[config.mk]
export PLATFORM = sky130hd
export DESIGN_NAME = misr_sig_analyzer
export DESIGN_NICKNAME = d
export VERILOG_FILES = /design/src/rtl/misr_pkg.sv /design/src/rtl/misr_core.sv /design/src/rtl/misr_sig_analyzer.sv
export SDC_FILE = /design/constraint.sdc
export NUM_CORES = 1
export LEC_CHECK = 0
export CORE_MARGIN = 2
export CORE_UTILIZATION = 35
export DETAILED_ROUTE_END_ITERATION = 8
export SLEW_MARGIN = 0
export SYNTH_ARGS = -nofsm -noshare
export SYNTH_HDL_FRONTEND = slang
export SYNTH_SLANG_ARGS = --single-unit
export TNS_END_PERCENT = 100
[constraint.sdc]
create_clock -name CLK -period 2.9 [get_ports CLK]
set_input_delay 0.58 -clock CLK [delete_from_list [all_inputs] [get_ports CLK]]
set_output_delay 0.58 -clock CLK [all_outputs]
set_load 0.01 [all_outputs]
[src/rtl/misr_pkg.sv]
// rtl/misr_pkg.sv - shared types and constants for the MISR signature analyzer
// Contents: run-control state enum, default feedback polynomials for common widths.
package misr_pkg;

    typedef enum logic [1:0] {
        IDLE = 2'd0,
        RUN  = 2'd1,
        DONE = 2'd2
    } state_t;

    // Feedback taps, bit i set feeds s[WIDTH-1] into stage i (x^WIDTH term implied)
    localparam logic [7:0]  POLY_W8  = 8'h1D;          // x^8+x^4+x^3+x^2+1
    localparam logic [9:0]  POLY_W10 = 10'h009;        // x^10+x^3+1
    localparam logic [15:0] POLY_W16 = 16'h1021;       // x^16+x^12+x^5+1
    localparam logic [31:0] POLY_W32 = 32'h04C1_1DB7;  // CRC-32 polynomial

endpackage

[src/rtl/misr_core.sv]
// rtl/misr_core.sv - registered MISR compaction stage
// Ports:
//   CLK  in           clock, rising edge
//   RST  in           asynchronous reset, active-high, loads SEED
//   load in           reload SEED (wins over en)
//   en   in           perform one compaction step with din
//   din  in  [NIN]    parallel response bits, xored into stages 0..NIN-1
//   sig  out [WIDTH]  signature register
module misr_core
    import misr_pkg::*;
#(
    parameter int               WIDTH = 10,
    parameter int               NIN   = 3,
    parameter logic [WIDTH-1:0] POLY  = POLY_W10,
    parameter logic [WIDTH-1:0] SEED  = '0
) (
    input  logic             CLK,
    input  logic             RST,
    input  logic             load,
    input  logic             en,
    input  logic [NIN-1:0]   din,
    output logic [WIDTH-1:0] sig
);

    logic             fb;
    logic [WIDTH-1:0] din_ext;
    logic [WIDTH-1:0] sig_next;

    always_comb begin
        din_ext          = '0;
        din_ext[NIN-1:0] = din;
        fb               = sig[WIDTH-1];
        sig_next         = {sig[WIDTH-2:0], 1'b0} ^ (POLY & {WIDTH{fb}}) ^ din_ext;
    end

    always_ff @(posedge CLK or posedge RST) begin
        if (RST) begin
            sig <= SEED;
        end else if (load) begin
            sig <= SEED;
        end else if (en) begin
            sig <= sig_next;
        end
    end

endmodule

[src/rtl/misr_sig_analyzer.sv]
// rtl/misr_sig_analyzer.sv - MISR with run control and golden-signature compare
// Ports:
//   CLK, RST            clock (rising edge), asynchronous active-high reset
//   start               begin a run (IDLE only); samples cycles and golden
//   abort               end a run in RUN/DONE without a done pulse
//   cycles  [CNT_W]     number of valid compaction cycles
//   golden  [WIDTH]     expected signature
//   din     [NIN]       response bits, compacted when din_valid in RUN
//   din_valid           din is compacted this cycle
//   busy                high in RUN and DONE
//   done                one-cycle pulse when pass/sig are final
//   pass                registered compare result, held until next start
//   sig     [WIDTH]     current signature
module misr_sig_analyzer
    import misr_pkg::*;
#(
    parameter int               WIDTH = 10,
    parameter int               NIN   = 3,
    parameter logic [WIDTH-1:0] POLY  = POLY_W10,
    parameter logic [WIDTH-1:0] SEED  = '0,
    parameter int               CNT_W = 16
) (
    input  logic             CLK,
    input  logic             RST,
    input  logic             start,
    input  logic             abort,
    input  logic [CNT_W-1:0] cycles,
    input  logic [WIDTH-1:0] golden,
    input  logic [NIN-1:0]   din,
    input  logic             din_valid,
    output logic             busy,
    output logic             done,
    output logic             pass,
    output logic [WIDTH-1:0] sig
);

    state_t           state_q, state_d;
    logic [CNT_W-1:0] cnt_q, cnt_d;
    logic [CNT_W-1:0] cycles_q, cycles_d;
    logic [WIDTH-1:0] golden_q, golden_d;
    logic             pass_d, done_d, busy_d;
    logic             load, en;

    // Look-ahead of the core's next signature so pass is valid on entry to DONE
    logic [WIDTH-1:0] din_ext;
    logic [WIDTH-1:0] sig_step;

    always_comb begin
        din_ext          = '0;
        din_ext[NIN-1:0] = din;
        sig_step         = {sig[WIDTH-2:0], 1'b0} ^ (POLY & {WIDTH{sig[WIDTH-1]}}) ^ din_ext;
    end

    misr_core #(
        .WIDTH (WIDTH),
        .NIN   (NIN),
        .POLY  (POLY),
        .SEED  (SEED)
    ) u_core (
        .CLK  (CLK),
        .RST  (RST),
        .load (load),
        .en   (en),
        .din  (din),
        .sig  (sig)
    );

    always_comb begin
        state_d  = state_q;
        cnt_d    = cnt_q;
        cycles_d = cycles_q;
        golden_d = golden_q;
        pass_d   = pass;
        done_d   = 1'b0;
        load     = 1'b0;
        en       = 1'b0;

        unique case (state_q)
            IDLE: begin
                // abort outranks start even though it has nothing to stop here
                if (start && !abort) begin
                    load     = 1'b1;
                    golden_d = golden;
                    cycles_d = cycles;
                    cnt_d    = '0;
                    pass_d   = 1'b0;
                    if (cycles == '0) begin
                        state_d = DONE;
                        done_d  = 1'b1;
                        pass_d  = (SEED == golden);
                    end else begin
                        state_d = RUN;
                    end
                end
            end
            RUN: begin
                if (abort) begin
                    state_d = IDLE;
                    pass_d  = 1'b0;
                end else if (din_valid) begin
                    en    = 1'b1;
                    cnt_d = cnt_q + CNT_W'(1);
                    // cycles_q is non-zero in RUN, so cycles_q-1 cannot underflow
                    if (cnt_q == cycles_q - CNT_W'(1)) begin
                        state_d = DONE;
                        done_d  = 1'b1;
                        pass_d  = (sig_step == golden_q);
                    end
                end
            end
            DONE: begin
                state_d = IDLE;
                if (abort) begin
                    pass_d = 1'b0;
                end
            end
            default: begin
                state_d = IDLE;
            end
        endcase

        busy_d = (state_d != IDLE);
    end

    always_ff @(posedge CLK or posedge RST) begin
        if (RST) begin
            state_q  <= IDLE;
            cnt_q    <= '0;
            cycles_q <= '0;
            golden_q <= '0;
            pass     <= 1'b0;
            done     <= 1'b0;
            busy     <= 1'b0;
        end else begin
            state_q  <= state_d;
            cnt_q    <= cnt_d;
            cycles_q <= cycles_d;
            golden_q <= golden_d;
            pass     <= pass_d;
            done     <= done_d;
            busy     <= busy_d;
        end
    end

endmodule

==> results.md <==
- The run finished with clean final reports.
- The count of input and output buffers is 46.
- The library cell occupying the most area in the post-synthesis netlist is dfrtp_1.
- TritonCTS built the clock tree.
- The final antenna diode count is 0.
- The CTS buffer count is 9.
- The largest fanout on the critical path is 7.
- The top-area cell type share of the netlist area is 43.7%.
- Compared with the post-synthesis result, the final layout area differs by 27.5%.
- The number of enable-type register cells in the synthesized netlist is 0.
- The buffer levels on the longest clock path is 2.
- The horizontal die dimension is 101 um.
- The via count of the first global-routing pass came to 2835.
- In the synthesized netlist, the number of instances is 379.
- The remaining global-route overflow is 0.
- The total wire length is 8.19 mm.
- The analysis attributes to cell leakage a power of 1.86 nW.
- For the worst setup path, the data required time is 3.12 ns.
- The synthesized netlist occupies a cell area of 3260 sq um.
- After filler insertion, the fill cell instance count of the layout stands at 892.
- Detailed placement ended at an HPWL of 6.09 mm.
- The net count after synthesis is 418.
- The H-tree generated during clock tree synthesis spans 3 levels.
- The die footprint is 10100 sq um.
- The via count is 2793.
- The register bit count reported by yosys is 57.
- The hold violation count in the final report is 0.
- After detailed routing, the number of remaining DRC violations is 0.
- In this run the count of I/O pins placed on the die edge is 47.
- The total met2 wirelength after detailed routing is 4.06 mm.
- The number of vias per cell is 5.08.
- The initial antenna violation count came to 0.
- The fraction of layout instances using a drive strength above 1 is 9.34%.
- In this run the clock root is driven by a clkbuf_8.
- For the worst-skew pair, the clock arrives at the later sink with an insertion delay of 0.34 ns.
- The number of violations reported at the end of detailed-routing iteration 0 is 148.
- The number of pins with negative max-slew slack in the final report came to 0.
- The post-synthesis area per instance is 8.60 sq um.
- Setup repair after global routing left no endpoint under its margin.
- The number of sinks handled by clock tree synthesis is 57.
- Measured on the finished design, the core utilization comes to 45.4%.
- The critical path is of the reg2reg type.
- The clock slew at the register clock pins of the worst setup and hold paths is 0.07 ns.
- For the pin with the worst max-slew slack, the measured transition is 0.516 ns.
- The detail-routed net length per standard cell is 14.9 um.
- After synthesis, flip-flops and latches occupy 43.7% of the total area.
- The kind of end point of the critical path is a flop.
- The initial utilization of the core area, before any placement, comes to 35.6%.
- Yosys attributes the largest share of cell area to dfrtp_1 (44%), nand2_1 (12%), xor2_1 (8.3%).
- The path class of the tightest hold or removal check is reg2reg.
- The worst pin sits at a relative slew slack of 65.6%.
- Across the VDD grid, the largest voltage drop is 0.324 mV.
- The final clock period utilization by the worst path is 92.4%.
- Setup violations remaining at the end of the flow were counted as 0.
- Across all hold checks on the routed design, the worst slack comes to 0.503 ns.
- Setup total negative slack on the finished layout was measured at 0 ns.
- The most frequently used flop master after synthesis is dfrtp_1.
- The fmax is 373 MHz.
- The pin count of the biggest net entering global routing is 41.
- The post-synthesis async set-or-reset flop share is 100%.
- The count of yosys warnings during synthesis is 0.
- The highest signal layer in the routed design is met4.
- The total global-route track usage is 17.6%.
- The post-placement setup slack is 0.201 ns.
- The minimum period implied by the final worst setup slack is 2.68 ns.
- In this run the vertical extent of the chip is 101 um.
- The number of distinct library cells after synthesis is 48.
- The number of nets in the layout is 473.
- The total power consumption of the routed design is 3.44 mW.
- The met1 layer wirelength in the final routing is 3.78 mm.
- The final weighted congestion of routability-driven global placement is 0.875.
- The ratio of total power to cell area is 828 nW/um^2.
- The core footprint is 9150 sq um.
- After layout, the worst setup slack is 0.220 ns.
- The number of detailed-routing iterations run before antenna repair is 4.
- In the final layout, flip-flops and latches occupy 1430 sq um.
- Between clock sinks in the finished design, the worst skew comes to 0.0103 ns.
- In the final layout, the multi-input gates occupy 1760 sq um.
- The max-capacitance violation count is 0.
- In this run the remaining antenna-violating nets after routing total 0.
- The placement row count is 35.
- The arrival time at the worst endpoint is 2.90 ns.
- The first global-routing pass estimated 13.8 mm of wire.
- In the detailed route, the total length drawn on met3 is 289 um.
- The element type at the critical path start is a flop.
[path summary, 6_finish.rpt]
path	startpoint	to	slack, ns	depth (start not counted)
min in group asynchronous	RST	u_core.sig[0]	0.60	2
max in group asynchronous	RST	cnt_q[15]	1.73	3
setup / recovery	cycles_q[0]	pass	0.22	9
hold reg to reg	golden_q[4]	golden_q[4]	0.50	2
hold / removal	golden_q[4]	golden_q[4]	0.50	2
setup reg to reg	cycles_q[0]	pass	0.22	9
[Yosys cell counts (all sizes together) (4+ instances only)]
cell	n
a211oi	6
a21oi	14
and3	6
clkbuf	11
dfrtp	57
ha	5
inv	10
nand2	107
nand3	8
nand4	7
nor2	31
nor3	5
nor4	12
o21ai	10
or3	4
or4	4
xnor2	14
xor2	31
[cell type report]
cell class / instances / share of cell area (%)
Multi-Input combinational cell: 300 / 42.4
Tap cell: 111 / 3.34
Sequential cell: 57 / 34.3
Clock inverter: 7 / 2.86
Timing Repair Buffer: 56 / 13.2
Inverter: 10 / 0.903
Clock buffer: 9 / 2.98
[critical path: stages (launching register included)]
cell	delay, ns
dfrtp_1	0.46
inv_1	0.11
ha_1	0.17
nor4b_4	0.30
and2_1	0.23
nand3_1	0.10
a2111oi_2	0.43
nand2_1	0.12
o41ai_2	0.29
mux2_1	0.36
[repair_timing]
| action | CTS | global route |
|---|---|---|
| resized for setup | 0 | 2 |
| endpoints found under the setup margin | 0 | 1 |
| hold buffers | 0 | 0 |
| setup buffers | 0 | 0 |
[cells by family (layout without fill, tap and decap cells)]
kind of cell,count (synthesis),in the layout,synth area share (%)
and+or+nand+nor,200,200,28.7
DFF,57,57,43.7
AOI/OAI and AO/OA,47,47,9.98
xor gates and xnor gates,45,45,12.1
buffers and inverters,22,82,2.57
adders and majority gates,5,5,1.92
muxes,3,3,0.959
[report_power, final]
group          internal, mW  switching, mW  total, mW
Clock                 0.570          0.350      0.920
Combinational         0.578          0.640       1.22
Sequential             1.01          0.295       1.30
Total                  2.16           1.29       3.44
[cells in the final DEF, fill, tap and decap left out, types with 5 or more instances in the layout]
cell type and count:
nand4_1 7, ha_1 5, xor2_1 31, buf_4 9, nand2_1 107, nor2_1 31, a21oi_1 14, nor4_1 9
inv_1 9, clkdlybuf4s50_1 46, clkbuf_8 9, o21ai_0 10, nand3_1 8, xnor2_1 14, and3_1 6, dfrtp_1 57
[per-layer routing]
layer	track usage [%]	vias up
met4	5.48	0
met3	4.30	6
met5	0	-
met1	22.6	1344
met2	29.2	45
li1	-	1398
[sequential cells by signal, indices dropped and copies added (netlist names)]
register,cells
pass,1
u_core.sig,10
cnt_q,16
state_q,2
busy,1
cycles_q,16
done,1
golden_q,10
[metrics by stage]
step | area, sq um | std cells
floorplan | 3260 | 379
global placement | 3900 | 534
detailed placement | 3900 | 534
CTS | 4140 | 550
global route | 4160 | 550
finish | 4160 | 550
Note: power is estimated with default switching activity, not from simulation.
